--- config.mk ---
export PLATFORM = sky130hd
export DESIGN_NAME = mult_seq16
export DESIGN_NICKNAME = d
export VERILOG_FILES = /design/src/rtl/mult_seq16.sv
export SDC_FILE = /design/constraint.sdc
export NUM_CORES = 1
export LEC_CHECK = 0
export CELL_PAD_IN_SITES_DETAIL_PLACEMENT = 0
export CELL_PAD_IN_SITES_GLOBAL_PLACEMENT = 1
export CORE_ASPECT_RATIO = 0.9
export CORE_MARGIN = 4
export CORE_UTILIZATION = 30
export DETAILED_ROUTE_END_ITERATION = 16
export HOLD_SLACK_MARGIN = 0.08
export PLACE_DENSITY = 0.67
export SLEW_MARGIN = 30
export SYNTH_ARGS = -nofsm -noshare
export SYNTH_HDL_FRONTEND = slang
export SYNTH_SLANG_ARGS = --single-unit
export TNS_END_PERCENT = 5
--- constraint.sdc ---
create_clock -name clk -period 3.2 [get_ports clk]
set_input_delay 0.64 -clock clk [delete_from_list [all_inputs] [get_ports clk]]
set_output_delay 0.64 -clock clk [all_outputs]
set_load 0.005 [all_outputs]
--- src/rtl/mult_seq16.sv ---
// Sequential 16x16 unsigned shift-add multiplier: one cla16 add per iteration,
// 16 iterations per operation, start/busy/done handshake.

module cla4 (
  input  logic [3:0] a,
  input  logic [3:0] b,
  input  logic       ci,
  output logic [3:0] sum,
  output logic [3:0] c,
  output logic       pg,
  output logic       gg
);
  logic [3:0] p, g;

  assign p = a ^ b;
  assign g = a & b;

  // c[i] is the carry into bit i
  assign c[0] = ci;
  assign c[1] = g[0] | (p[0] & ci);
  assign c[2] = g[1] | (p[1] & g[0]) | (p[1] & p[0] & ci);
  assign c[3] = g[2] | (p[2] & g[1]) | (p[2] & p[1] & g[0]) | (p[2] & p[1] & p[0] & ci);

  assign sum = p ^ c;
  assign pg  = &p;
  assign gg  = g[3] | (p[3] & g[2]) | (p[3] & p[2] & g[1]) | (p[3] & p[2] & p[1] & g[0]);
endmodule

module cla16 (
  input  logic [15:0] a,
  input  logic [15:0] b,
  input  logic        c0,
  output logic [15:0] sum,
  output logic        c15,
  output logic        c16
);
  localparam int NUM_LANES = 4;
  localparam int VEC_W     = 4;

  logic [NUM_LANES-1:0][VEC_W-1:0] a_l, b_l, s_l, c_l;
  logic [NUM_LANES-1:0]            pg, gg;
  logic [NUM_LANES:0]              gc;

  assign a_l = a;
  assign b_l = b;

  genvar i;
  generate
    for (i = 0; i < NUM_LANES; i++) begin : g_blk
      cla4 u_cla4 (
        .a   (a_l[i]),
        .b   (b_l[i]),
        .ci  (gc[i]),
        .sum (s_l[i]),
        .c   (c_l[i]),
        .pg  (pg[i]),
        .gg  (gg[i])
      );
    end
  endgenerate

  // Second-level lookahead across the four 4-bit groups
  assign gc[0] = c0;
  assign gc[1] = gg[0] | (pg[0] & c0);
  assign gc[2] = gg[1] | (pg[1] & gg[0]) | (pg[1] & pg[0] & c0);
  assign gc[3] = gg[2] | (pg[2] & gg[1]) | (pg[2] & pg[1] & gg[0])
               | (pg[2] & pg[1] & pg[0] & c0);
  assign gc[4] = gg[3] | (pg[3] & gg[2]) | (pg[3] & pg[2] & gg[1])
               | (pg[3] & pg[2] & pg[1] & gg[0]) | (pg[3] & pg[2] & pg[1] & pg[0] & c0);

  assign sum = s_l;
  assign c15 = c_l[3][3];
  assign c16 = gc[4];
endmodule

module mult_seq16 (
  input  logic        clk,
  input  logic        rst_n,
  input  logic        start,
  input  logic [15:0] mcand,
  input  logic [15:0] mplier,
  output logic        busy,
  output logic        done,
  output logic [31:0] product
);
  typedef enum logic {IDLE, RUN} state_t;

  state_t      state, state_nxt;
  logic [4:0]  cnt, cnt_nxt;
  logic [15:0] mc, mc_nxt;
  logic [15:0] hi, hi_nxt;
  logic [15:0] lo, lo_nxt;
  logic        done_r, done_nxt;

  logic [15:0] add_b, add_sum;
  logic        add_c16, c15_unused;

  assign add_b = lo[0] ? mc : 16'h0000;

  cla16 u_cla16 (
    .a   (hi),
    .b   (add_b),
    .c0  (1'b0),
    .sum (add_sum),
    .c15 (c15_unused),
    .c16 (add_c16)
  );

  always_ff @(posedge clk or negedge rst_n) begin
    if (!rst_n) begin
      state  <= IDLE;
      cnt    <= 5'd0;
      mc     <= 16'h0000;
      hi     <= 16'h0000;
      lo     <= 16'h0000;
      done_r <= 1'b0;
    end else begin
      state  <= state_nxt;
      cnt    <= cnt_nxt;
      mc     <= mc_nxt;
      hi     <= hi_nxt;
      lo     <= lo_nxt;
      done_r <= done_nxt;
    end
  end

  always_comb begin
    state_nxt = state;
    cnt_nxt   = cnt;
    mc_nxt    = mc;
    hi_nxt    = hi;
    lo_nxt    = lo;
    done_nxt  = 1'b0;
    case (state)
      IDLE: begin
        if (start) begin
          mc_nxt    = mcand;
          hi_nxt    = 16'h0000;
          lo_nxt    = mplier;
          cnt_nxt   = 5'd0;
          state_nxt = RUN;
        end
      end
      RUN: begin
        // Add-then-shift: adder carry lands in product bit 31
        {hi_nxt, lo_nxt} = {add_c16, add_sum, lo[15:1]};
        cnt_nxt          = cnt + 5'd1;
        if (cnt == 5'd15) begin
          state_nxt = IDLE;
          done_nxt  = 1'b1;
        end
      end
      default: state_nxt = IDLE;
    endcase
  end

  assign busy    = (state == RUN);
  assign done    = done_r;
  assign product = {hi, lo};
endmodule

==> After elaboration in Yosys (flattened, before gate mapping) <==
Index checks and enable logic that the tools add are counted.
{ "classes": {"addsub": 1, "n_mul": 0, "div_mod_pow": 0, "n_lt_le_gt_ge": 0, "eq_ne": 2, "n_shift": 0, "mux": 12, "n_bitwise": 112, "reduce_logical": 4} }
{ "ops": {"columns": ["cell", "n"], "rows": [
  ["one-hot mux 16 bit (2 select lines)", 2],
  ["bitwise AND 1 bit", 60],
  ["2-to-1 mux 16 bit", 3],
  ["OR 1 bit", 39],
  ["XOR 4 bit", 8],
  ["bitwise AND 4 bit", 4],
  ["AND reduction 4 bit", 3],
  ["one-hot mux 5 bit (2 select lines)", 1],
  ["adder 5 x 1 -> 5 bit, second input constant", 1],
  ["== test 5 x 4 -> 1 bit, second input constant", 1],
  ["2-to-1 mux 5 bit", 1],
  ["2-to-1 mux 1 bit", 4],
  ["!= test 2 bit, second input constant", 1],
  ["one-hot mux 1 bit (2 select lines)", 1],
  ["AND reduction 2 bit", 1],
  ["inverter 1 bit", 1]
]} }
{ "totals": {"ff_bits": 55, "latchBits": 0, "ramBits": 0, "mem_bits_ro": 0, "inputBits": 35, "wordCells": 137, "mem_count": 0} }

==> Depth between registers and ports, before layout <==
{ "depth": {"ltp_word": 13, "depth_mapped": 10, "depth_no_buf": 9} }

==> Cells and area by module <==
Synthesis repeated with hierarchy kept, for this count alone.
{ "hier_totals": {"hier_cells": 272, "hier_area_um2": 3180.6} }
{ "by_module_without_submodules": {"columns": ["module", "n_inst", "cells_each", "area_per_inst_um2", "seq_area_each_um2"], "rows": [
  ["mult_seq16", 1, 187, 2386.0, 1376.3],
  ["cla4", 4, 20, 188.9, 0.0],
  ["cla16", 1, 5, 38.8, 0.0]
]} }

==> Worst setup path after synthesis <==
OpenSTA, ideal clock, no wires.
{ "synth_timing": {"path_type": "reg2reg", "from": "register lo[0]", "to": "register hi[11]", "setup_time_ps": 121, "arrival_time_ps": 2486, "required_ps": 3079, "slack_ps": 593, "stages_incl_launch_ff": 9, "n_path_buf": 1, "path_cell_list": "dfrtp_1 > clkbuf_1 > and2_1 > ha_1 > a211o_1 > a221o_1 > a31o_2 > fa_1 > a22o_1"} }
{ "synth_via": {"elab_chain_cells": 11} }
{ "synth_rtl": {"columns": ["item", "line_no", "source"], "rows": [
  ["from (decl)", "92", "logic [15:0] lo, lo_nxt;"],
  ["from (signal assigned)", "122", "lo <= lo_nxt;"],
  ["2-to-1 mux 16 bit (*)", "98", "assign add_b = lo[0] ? mc : 16'h0000;"],
  ["XOR 4 bit or bitwise AND 4 bit (tied branches)", "15, 16", null],
  ["bitwise AND 1 bit", "26", "assign gg = g[3] | (p[3] & g[2]) | (p[3] & p[2] & g[1]) | (p[3] & p[2] & p[1] & g[0]);"],
  ["OR 1 bit or bitwise AND 1 bit (tied branches) (2 in series)", "26", null],
  ["OR 1 bit", "26", null],
  ["bitwise AND 1 bit", "66", "assign gc[3] = gg[2] | (pg[2] & gg[1]) | (pg[2] & pg[1] & gg[0])"],
  ["OR 1 bit (2 in series)", "66", null],
  ["XOR 4 bit (*)", "24", "assign sum = p ^ c;"],
  ["one-hot mux 16 bit (2 select lines) (*)", "134", "case (state)"],
  ["to (signal assigned)", "121", "hi <= hi_nxt;"],
  ["to (decl)", "91", "logic [15:0] hi, hi_nxt;"]
]} }
Mark *: on every way between the ends. The rest lies on a longest branch, timed or not.
A chain may end at the register's enable or synchronous reset.

==> Final worst setup path <==
Same ends and word-level chain as after synthesis.

==> flow_metrics.py <==
metrics = {
    "place": {
        "gp_congestion": 0.806,
        "io_buffers": 68,
        "hpwl_um": 5000,
        "post_dp_cell_area_um2": 3790,
    },
    "global_routing": {
        "grt_pass1_wl_um": 11400,
        "antenna_found_initial": 0,
        "grt-ovfl-total": 0,
        "grt_usage_pct": 12.3,
        "grt_max_degree": 49,
        "grt_pass1_vias": 2292,
    },
    "worst_setup_path": {
        "r2r_slack_ns": 0.37,
        "crit_type": "reg -> reg",
        "crit_family": "compound AO/OA/AOI/OAI gates",
        "critPathMaxStageDelay_ns": 0.56,
        "worstPathArrival_ns": 3.04,
        "crit_required_ns": 3.41,
        "path_buf_inv": 0,
        "cp_slowest_cell": "dfrtp_1",
        "r2r-end": "hi[11]",
        "r2r_cells": 8,
        "cp-start-kind": "flop",
        "endpoint_kind": "flop",
        "cp_max_fo": 16,
        "cp_cell_sequence": "and2_1 > ha_1 > a41o_1 > a21oi_2 > o31ai_2 > a31o_2 > fa_1 > a22o_1",
        "r2r_start": "lo[0]",
    },
    "power": {
        "leakage_uw": 0.00177,
        "ir_drop_mv": 0.316,
        "pwr_density_cell_nw_per_um2": 900,
    },
    "floorplan": {
        "dieArea_um2": 11500,
        "io_pins": 69,
        "die_x_um": 112,
        "num_rows": 34,
        "initial_utilization_pct": 30.6,
        "core_um2": 9610,
        "die-height_um": 102,
    },
    "clocking": {
        "post_cts_buffers": 0,
        "clockBufferDepth": 2,
        "hold_buffers": 0,
        "htree_levels": 2,
        "clk_pin_slew_worst_paths_ns": 0.11,
        "numCtsBuffers": 5,
        "cts_resized": 0,
        "cts_tree": "yes",
        "clock_latency_ns": 0.31,
        "cts-root-buf": "clkbuf_8",
        "clock-sinks": 55,
    },
    "timing": {
        "max_freq_ghz": 0.353,
        "post-route-period-util_pct": 88.5,
        "slew_headroom_pct": 65.0,
        "fin_skew_ns": 0.0117,
        "rsz0062_at_grt": "no",
        "hold_viol_final": 0,
        "setup_viol": 0,
        "slew_viol_final": 0,
        "post-route-min-period_ns": 2.83,
        "tightest_slew_ns": 0.522,
        "tns_ns": 0,
    },
    "route": {
        "vias": 2189,
        "routed_via_density": 4.69,
        "drt_iter0_drc": 56,
        "wire_per_inst_um": 14.6,
        "antenna_left": 0,
        "wl_um": 6800,
        "drc_errors": 0,
        "drtPass1Iterations": 4,
    },
    "yosys": {
        "synth.avg_cell_area_um2": 11.0,
        "ys_warn_count": 0,
        "yosysSeqAreaShare_pct": 46.7,
        "synth_nets": 325,
        "synth.distinct_cells": 41,
        "synth_area_leaders": "dfrtp_1 47%, ha_1 7.6%, mux2_2 6.1%",
        "yosysTopAreaCell": "dfrtp_1",
        "synthDominantCellAreaShare_pct": 46.7,
        "synth_edf_count": 0,
        "synth_seq_cells": 55,
        "netlist_instances": 268,
        "syn-cell-area_um2": 2940,
        "synthArstFlopShare_pct": 100,
        "synthFlopType": "dfrtp_1",
    },
    "finish": {
        "stdcell_area_um2": 3890,
        "layout_commonest_cell": "clkdlybuf4s50_1",
        "nets": 397,
        "drive_above_1_share_pct": 11.7,
        "fillers": 989,
        "utilization_pct": 40.4,
        "antenna_cells": 0,
        "multi_input_area_um2": 1500,
        "area_delta_synth_final_pct": 32.0,
        "ff_latch_area_um2": 1380,
        "layout_common_cells": "67 x clkdlybuf4s50_1, 55 x dfrtp_1, 33 x nand2_1",
    },
    "run": {
        "cap_violations": 0,
    },
    "worst_hold_path": {
        "hold_path_class": "in -> async",
    },
    "status": {
        "outcome": "completed",
    },
}
-- cell type report --
type                            instances  area share (%)
Clock buffer                            5            1.77
Tap cell                              126            4.06
Sequential cell                        55            35.4
Inverter                                7           0.676
Clock inverter                          3           0.580
Timing Repair Buffer                   76            18.9
Multi-Input combinational cell        195            38.6
-- Yosys cell counts, drive strengths merged (3+ instances only) --
| master | number |
|---|---|
| nor2 | 6 |
| a21oi | 3 |
| o21ai | 28 |
| a22o | 4 |
| dfrtp | 55 |
| and2 | 16 |
| buf | 3 |
| ha | 18 |
| xnor2 | 7 |
| mux2 | 16 |
| xor2 | 5 |
| inv | 7 |
| o31ai | 3 |
| clkbuf | 8 |
| nand3 | 4 |
| fa | 4 |
| a21o | 9 |
| mux2i | 17 |
| nand2 | 33 |
-- metrics by stage --
stage          setup slack, ns  hold WS, ns  instances  power (uW)
5_1_grt                  0.194        0.193        467        3840
3_3_place_gp             0.418        0.486        459        3110
3_5_place_dp             0.370        0.493        459        3140
4_1_cts                  0.335        0.183        467        3560
6_report                 0.368        0.184        467        3500
2_1_floorplan            0.593        0.344        268        2380
-- logic make-up (layout without fill, tap and decap cells) --
kind of cell / count (synthesis) / in the layout / share of synthesized area (%)
mux: 33 / 33 / 11.9
buf+inv: 18 / 91 / 2.34
compound gates: 60 / 60 / 13.8
xor+xnor: 12 / 12 / 3.57
flops: 55 / 55 / 46.7
simple gates: 68 / 68 / 11.3
fa+ha+maj: 22 / 22 / 10.4
-- worst reg2reg max path: stages, from the launching register on --
cell     delay, ns
dfrtp_1       0.56
and2_1        0.23
ha_1          0.34
a41o_1        0.20
a21oi_2       0.05
o31ai_2       0.45
a31o_2        0.27
fa_1          0.41
a22o_1        0.21
-- power breakdown --
group	internal, uW	switching (uW)
sequential	1040	279
clock	159	244
combinational	1010	767
-- state kept, by name (all words and copies together) (netlist names) --
signal and count:
cnt 5, mc 16, done 1, lo 16
hi 16, busy 1
-- worst max-delay path by stage --
stage | start | endpoint | slack, ns | cells past startpoint
floorplan | lo[0] | hi[11] | 0.59 | 8
global placement | lo[0] | hi[11] | 0.42 | 8
detailed placement | lo[0] | hi[11] | 0.37 | 8
CTS | lo[0] | hi[11] | 0.34 | 8
global route | lo[0] | hi[11] | 0.19 | 8
finish | lo[0] | hi[11] | 0.37 | 8
-- per-layer routing --
metal  GRT usage, %  vias up  share of wire, %
met4           3.05        0               1.1
met3           2.72        6               3.8
met5              0        -                 0
met2           20.4       40                46
met1           16.6     1051                49
li1               -     1092                 -
No activity file was read; power rests on OpenSTA's default activity.
